[src/rtl/disparity_line_filter.sv]
// Post-match cleanup: rejects weak matches by window_sum threshold, then applies a
// 3-tap horizontal median per image line with replicated edges.
module disparity_line_filter #(
  parameter int         LINE_WIDTH   = 320,
  parameter int         SUM_THRESH   = 4000,
  parameter logic [5:0] INVALID_DISP = 6'd0
) (
  input  logic        clock,
  input  logic        reset_n,
  input  logic        line_restart,
  input  logic        valid_in,
  input  logic [19:0] data_in,
  output logic        ready_out,
  output logic        valid_out,
  output logic [5:0]  disparity_out,
  output logic [9:0]  reject_count
);

  localparam int               COL_W    = (LINE_WIDTH > 1) ? $clog2(LINE_WIDTH) : 1;
  localparam logic [COL_W-1:0] LAST_COL = COL_W'(LINE_WIDTH - 1);

  typedef enum logic [1:0] {IDLE, FIRST, RUN, FLUSH} state_t;

  state_t           state, state_nxt;
  logic [COL_W-1:0] col, col_nxt;
  logic [5:0]       prev, cur, prev_nxt, cur_nxt;
  logic             emit;
  logic [5:0]       emit_val;
  logic             accept, rejected;
  logic [5:0]       d;
  logic             clr_pending;
  logic [9:0]       rc_base, rc_nxt;

  function automatic logic [5:0] med3(input logic [5:0] a, input logic [5:0] b,
                                      input logic [5:0] c);
    logic [5:0] lo, hi, hc;
    lo = (a < b) ? a : b;
    hi = (a < b) ? b : a;
    hc = (hi < c) ? hi : c;
    return (lo > hc) ? lo : hc;
  endfunction

  assign ready_out = (state != FLUSH);
  assign accept    = valid_in && ready_out;
  assign rejected  = data_in[13:0] > 14'(SUM_THRESH);
  assign d         = rejected ? INVALID_DISP : data_in[19:14];

  // The line's count is cleared one cycle after FLUSH so it still reads correctly
  // alongside the last column's output.
  assign rc_base = (line_restart || clr_pending) ? 10'd0 : reject_count;
  assign rc_nxt  = (accept && rejected && rc_base != 10'h3FF) ? rc_base + 10'd1 : rc_base;

  always_comb begin
    state_nxt = state;
    col_nxt   = col;
    prev_nxt  = prev;
    cur_nxt   = cur;
    emit      = 1'b0;
    emit_val  = med3(prev, cur, cur);
    if (line_restart) begin
      prev_nxt  = 6'd0;
      cur_nxt   = accept ? d : 6'd0;
      col_nxt   = accept ? COL_W'(1) : '0;
      state_nxt = !accept ? IDLE : ((LINE_WIDTH == 1) ? FLUSH : FIRST);
    end else begin
      case (state)
        IDLE: if (accept) begin
          cur_nxt   = d;
          col_nxt   = COL_W'(1);
          state_nxt = (LINE_WIDTH == 1) ? FLUSH : FIRST;
        end
        FIRST: if (accept) begin
          emit      = 1'b1;
          emit_val  = med3(cur, cur, d);
          prev_nxt  = cur;
          cur_nxt   = d;
          col_nxt   = col + 1'b1;
          state_nxt = (col == LAST_COL) ? FLUSH : RUN;
        end
        RUN: if (accept) begin
          emit      = 1'b1;
          emit_val  = med3(prev, cur, d);
          prev_nxt  = cur;
          cur_nxt   = d;
          col_nxt   = col + 1'b1;
          state_nxt = (col == LAST_COL) ? FLUSH : RUN;
        end
        FLUSH: begin
          emit      = 1'b1;
          col_nxt   = '0;
          state_nxt = IDLE;
        end
        default: state_nxt = IDLE;
      endcase
    end
  end

  always_ff @(posedge clock) begin
    if (!reset_n) begin
      state         <= IDLE;
      col           <= '0;
      prev          <= 6'd0;
      cur           <= 6'd0;
      valid_out     <= 1'b0;
      disparity_out <= 6'd0;
      reject_count  <= 10'd0;
      clr_pending   <= 1'b0;
    end else begin
      state        <= state_nxt;
      col          <= col_nxt;
      prev         <= prev_nxt;
      cur          <= cur_nxt;
      valid_out    <= emit;
      if (emit)
        disparity_out <= emit_val;
      reject_count <= rc_nxt;
      clr_pending  <= (state == FLUSH) && !line_restart;
    end
  end

endmodule

[config.mk]
export PLATFORM = sky130hd
export DESIGN_NAME = disparity_line_filter
export DESIGN_NICKNAME = d
export VERILOG_FILES = /design/src/rtl/disparity_line_filter.sv
export SDC_FILE = /design/constraint.sdc
export NUM_CORES = 1
export LEC_CHECK = 0
export ABC_AREA = 1
export ABC_CLOCK_PERIOD_IN_PS = 6200
export CORE_ASPECT_RATIO = 1.75
export CORE_MARGIN = 8
export CORE_UTILIZATION = 45
export CTS_CLUSTER_SIZE = 40
export DETAILED_ROUTE_END_ITERATION = 8
export GPL_TIMING_DRIVEN = 0
export PLACE_DENSITY = 0.66
export SLEW_MARGIN = 15
export SYNTH_ARGS = -nofsm -noshare
export SYNTH_HDL_FRONTEND = slang
export SYNTH_SLANG_ARGS = --single-unit
export TNS_END_PERCENT = 10
[constraint.sdc]
create_clock -name clock -period 6.2 [get_ports clock]
set_clock_uncertainty 0.2 [all_clocks]
set_input_delay 0.93 -clock clock [delete_from_list [all_inputs] [get_ports clock]]
set_output_delay 0.93 -clock clock [all_outputs]
set_load 0.01 [all_outputs]
Yosys cells after proc, flatten, opt, wreduce, memory -nomap -nowiden. Cells that the tools add are included.

Flip-flop bits (word level): 41.

Add/sub/neg operators: 2. Bitwise operators: 1. Reductions and logical operators: 15. Multiplexer cells: 33. Order comparisons: 8. Equal/unequal tests: 8.

Operators by type and width (count): 6-bit two-way mux (16); 9-bit two-way mux (3); 9-bit case mux with 3 select lines (1); 6-bit less-than comparator (4); 10-bit two-way mux (2); 6-bit greater-than comparator (3); 14-bit by 12-bit greater-than comparator with 1-bit output (second input constant) (1); 6-bit case mux with 2 select lines (1); 10-bit by 1-bit adder with 10-bit output (second input constant) (1); 10-bit inequality test (second input constant) (1); 9-bit by 1-bit adder with 9-bit output (second input constant) (1); 9-bit == test (second input constant) (1); 2-bit two-way mux (3); 2-bit case mux with 3 select lines (1); 2-bit AND reduction (3); 1-bit two-way mux (5); 2-bit == test (second input constant) (2); 1-bit logical AND (4); 2-bit nonzero test (2); 2-bit OR reduction (2); 3-bit by 1-bit inequality test with 1-bit output (second input constant) (1); 3-bit inequality test (second input constant) (1); 3-bit OR reduction (1); 2-bit by 1-bit == test with 1-bit output (second input constant) (1); other kinds (6) (6).

Logic depth before layout (Yosys ltp).
Depth in word-level cells: 9. Depth in mapped cells: 29.

Least setup slack after synthesis. Ideal clock, no wire load.

Path kind: register to register. From: register cur[5]. To: register disparity_out[1]. Path slack: 1.428 ns. Library setup time: 0.122 ns. Stages on the path, launching flop included: 26. Required time: 5.878 ns. Arrival time: 4.450 ns. Cells stage by stage: dfxtp_1 > inv_1 > ha_1 > a21oi_1 > o21a_1 > nand2_2 > buf_4 > o21ai_0 > ha_1 > a21oi_1 > nor2_1 > a211oi_1 > nand3_1 > and2_1 > ha_1 > nand2_1 > nor2_1 > o21ai_0 > a32oi_1 > clkinv_1 > nor2_1 > nor2_1 > nand2_1 > nand2_1 > nand2_1 > a21oi_2.

Longest elaborated chain between the ends: 9. Elaborated cells on any way between the ends: 19.

RTL lines: start, declared (line 26) `logic [5:0] prev, cur, prev_nxt, cur_nxt;`; start signal, assigned (line 112) `cur <= cur_nxt;`; 6-bit less-than comparator (line 37, 38); 6-bit two-way mux (line 38) `hi = (a < b) ? b : a;`; 6-bit less-than comparator (line 39) `hc = (hi < c) ? hi : c;`; 6-bit two-way mux (line 39); 6-bit greater-than comparator (line 40) `return (lo > hc) ? lo : hc;`; 6-bit two-way mux (line 40); 6-bit two-way mux, on equally long branches (line 80, 72); 6-bit case mux with 2 select lines (line 66) `case (state)`; 6-bit two-way mux * (line 60) `if (line_restart) begin`; end signal, assigned (line 115) `disparity_out <= emit_val;`; end, declared (line 15) `output logic [5:0] disparity_out,`.

Mark *: on every way between the ends. The rest lies on a longest branch, timed or not. A chain may end at the register's enable or synchronous reset.

Final worst setup path. Ends and elaborated chain as after synthesis.

==> results.json <==
{
  "dr.pass1.iters": 4,
  "rr_startpoint": "cur[5]",
  "cts_buffers": 5,
  "pin_count": 42,
  "clkTransAtPathRegs_ps": 60,
  "power_density_mw_per_mm2": 210,
  "drt_iter0_drc": 154,
  "synth_area_leaders": "dfxtp_1, ha_1, nand2_1, inv_1, a21oi_1",
  "p_total_mw": 0.935,
  "synth_most_common_cell": "nand2_1",
  "cp.arrival_ps": 5510,
  "synth_cell_type_count": 47,
  "grt_pass1_wl_um": 18400,
  "hp-class": "reg -> reg",
  "postPlaceCellArea_sq_mm": 0.00428,
  "whs_ps": 283,
  "hold_start": "col[1]",
  "postSynthAreaPerCell_sq_um": 6.56,
  "place.gp.congestion": 0.979,
  "vias": 3869,
  "viasPerCell": 5.43,
  "grt_max_degree": 13,
  "htreeDepth": 2,
  "synth_top_area_share_pct": 21.8,
  "synth_area_leader_cell": "dfxtp_1",
  "synthToLayoutAreaGrowth_pct": 18.4,
  "worst_pin_slew_ps": 864,
  "cts_setup_buffers": 0,
  "finalHoldViolations": 0,
  "hold_end": "col[1]",
  "ys_seq_elements": 41,
  "slew_headroom_pct": 41.8,
  "first_global_vias": 3888,
  "drc": 0,
  "insertion_delay_ps": 290,
  "outcome": "complete, no violations",
  "overflow": 0,
  "netlist_top_cells_count": "nand2_1, inv_1, nor2_1, ha_1, a21oi_1",
  "hold_depth": 2,
  "regToRegEndpoint": "disparity_out[1]",
  "initial_core_util_pct": 45.8,
  "yosys_warnings": 0,
  "setup_viol": 0,
  "clk_path_buf_depth": 2,
  "hold_buffers": 0,
  "cp-end-kind": "flop",
  "wirelength_um": 11100,
  "synthCells": 573,
  "syn-num-nets": 642,
  "period_share_pct": 89.3,
  "irDropWorstVdd_v": 0.000181,
  "fin_nets": 689,
  "drive_above_1_share_pct": 10.6,
  "post_cts_resized": 0,
  "synth_flop_cell": "dfxtp_1",
  "synth_edf_count": 0,
  "port_buffers": 40,
  "fmaxAchievable_ghz": 0.181,
  "die_w_um": 85.1,
  "die_area_sq_mm": 0.0117,
  "dp_hpwl_um": 9050,
  "leakagePower_nw": 1.91,
  "drv_slew": 0,
  "required_ps": 6180,
  "start_kind": "flop",
  "drtAntennaViolNets": 0,
  "layout_min_cycle_time_ps": 5540,
  "ys_seq_area_share_pct": 21.8,
  "root_buffer": "clkbuf_16",
  "cts_sinks": 41,
  "rsz0062_at_grt": "no",
  "async_reset_ff_share_pct": 0,
  "wl_per_cell_um": 15.5,
  "track_usage_pct": 20.1,
  "antenna_found_initial": 0,
  "path_class": "reg -> reg",
  "core_area_sq_mm": 0.00820,
  "tns_ps": 0,
  "r2r_slack_ps": 660,
  "path_max_fanout": 10,
  "cts_tree": "yes",
  "reg2reg_depth": 27,
  "fin_area_sq_mm": 0.00445,
  "drv_cap": 0,
  "synthesis.area_sq_mm": 0.00376,
  "diodes": 0,
  "die_h_um": 137,
  "rows": 44
}
## routing by layer
metal / share of wire [%] / track usage [%] / wire, um / vias to the layer above
met4: 5.9 / 13.3 / 652 / 0
met2: 54 / 39.3 / 5970 / 117
li1: - / - / - / 1987
met3: 4.4 / 3.13 / 484 / 39
met1: 36 / 18.4 / 3970 / 1726
met5: 0 / 0 / 0 / -
## power breakdown
part           switching (mW)  total, mW  internal [mW]  leakage (nW)
Combinational           0.220      0.346          0.126          1.50
Clock                   0.110      0.312          0.201        0.0841
Sequential            0.00702      0.277          0.270         0.332
## state kept, by name, summed over array words and instances (netlist names)
name           cells
cur                6
reject_count      10
state              2
valid_out          1
prev               6
col                9
disparity_out      6
clr_pending        1
## critical path: stages, from the launching register on
cell and delay, ps:
dfxtp_1 540, inv_1 260, ha_1 360, nand2_1 70
o21a_1 190, nand2_2 90, buf_4 170, buf_4 170
nand2_1 50, o21ai_1 250, ha_1 310, nand2_1 90
nor2_1 60, a211oi_2 380, nand3_1 190, and2_1 210
ha_1 290, nand2_1 70, nor2_1 130, o21ai_0 100
a32oi_1 360, clkinv_1 350, nor2_1 180, nor2_1 50
nand2_1 70, nand2_1 70, nand2_1 80, a21oi_2 50
## cells in the final DEF (no fill, tap or decap), drive strengths merged
master and n:
nand2 133, inv 84, nor2 67, a21oi 50, o21ai 48, ha 45, nand3 44, dfxtp 41
clkdlybuf4s50 40, nor3 12, clkbuf 10, and2 9, a221oi 5, buf 5, a21boi 3, a211oi 3
nand4 3, clkinv 3, o21a 2, o21bai 2, a32oi 2, nor3b 2, o2111ai 1, mux2i 1
or2 1, a31oi 1, nor4 1, xor2 1, a22oi 1, bufinv 1
## stage by stage
step	setup slack (ps)	cells	utilization [%]
after floorplan	1430	573	-
after global placement	382	705	52.1
after detailed placement	217	705	52.1
after CTS	199	713	54.2
after global routing	144	713	54.3
final	661	713	54.3
## worst max path at each step
stage,start,to,slack [ps],cells past startpoint
2_1_floorplan,cur[5],disparity_out[1],1430,25
3_3_place_gp,cur[5],disparity_out[2],380,25
5_1_grt,cur[5],disparity_out[1],140,27
3_5_place_dp,cur[5],disparity_out[2],220,25
6_report,cur[5],disparity_out[1],660,27
4_1_cts,cur[5],disparity_out[2],200,25
## kinds of logic (layout without fill, tap and decap cells)
| kind of cell | count (synthesis) | in the layout | synth area share (%) |
|---|---|---|---|
| AO/OA/AOI/OAI | 118 | 118 | 18.7 |
| XOR/XNOR | 1 | 1 | 0.233 |
| adder cells (fa/ha/maj) | 45 | 45 | 15.0 |
| buffers and inverters | 95 | 143 | 10.1 |
| flip-flops | 41 | 41 | 21.8 |
| multiplexers | 1 | 1 | 0.266 |
| AND/OR/NAND/NOR | 272 | 272 | 33.9 |
## final cells by class
cell class / instances / area (sq um)
Buffer: 8 / 47.5
Sequential cell: 41 / 821
Tap cell: 92 / 115
Fill cell: 869 / 3750
Timing Repair Buffer: 40 / 400
Inverter: 87 / 334
Multi-Input combinational cell: 437 / 2560
Clock inverter: 1 / 30.0
Clock buffer: 7 / 143
Power figures use the tool's default switching activity.
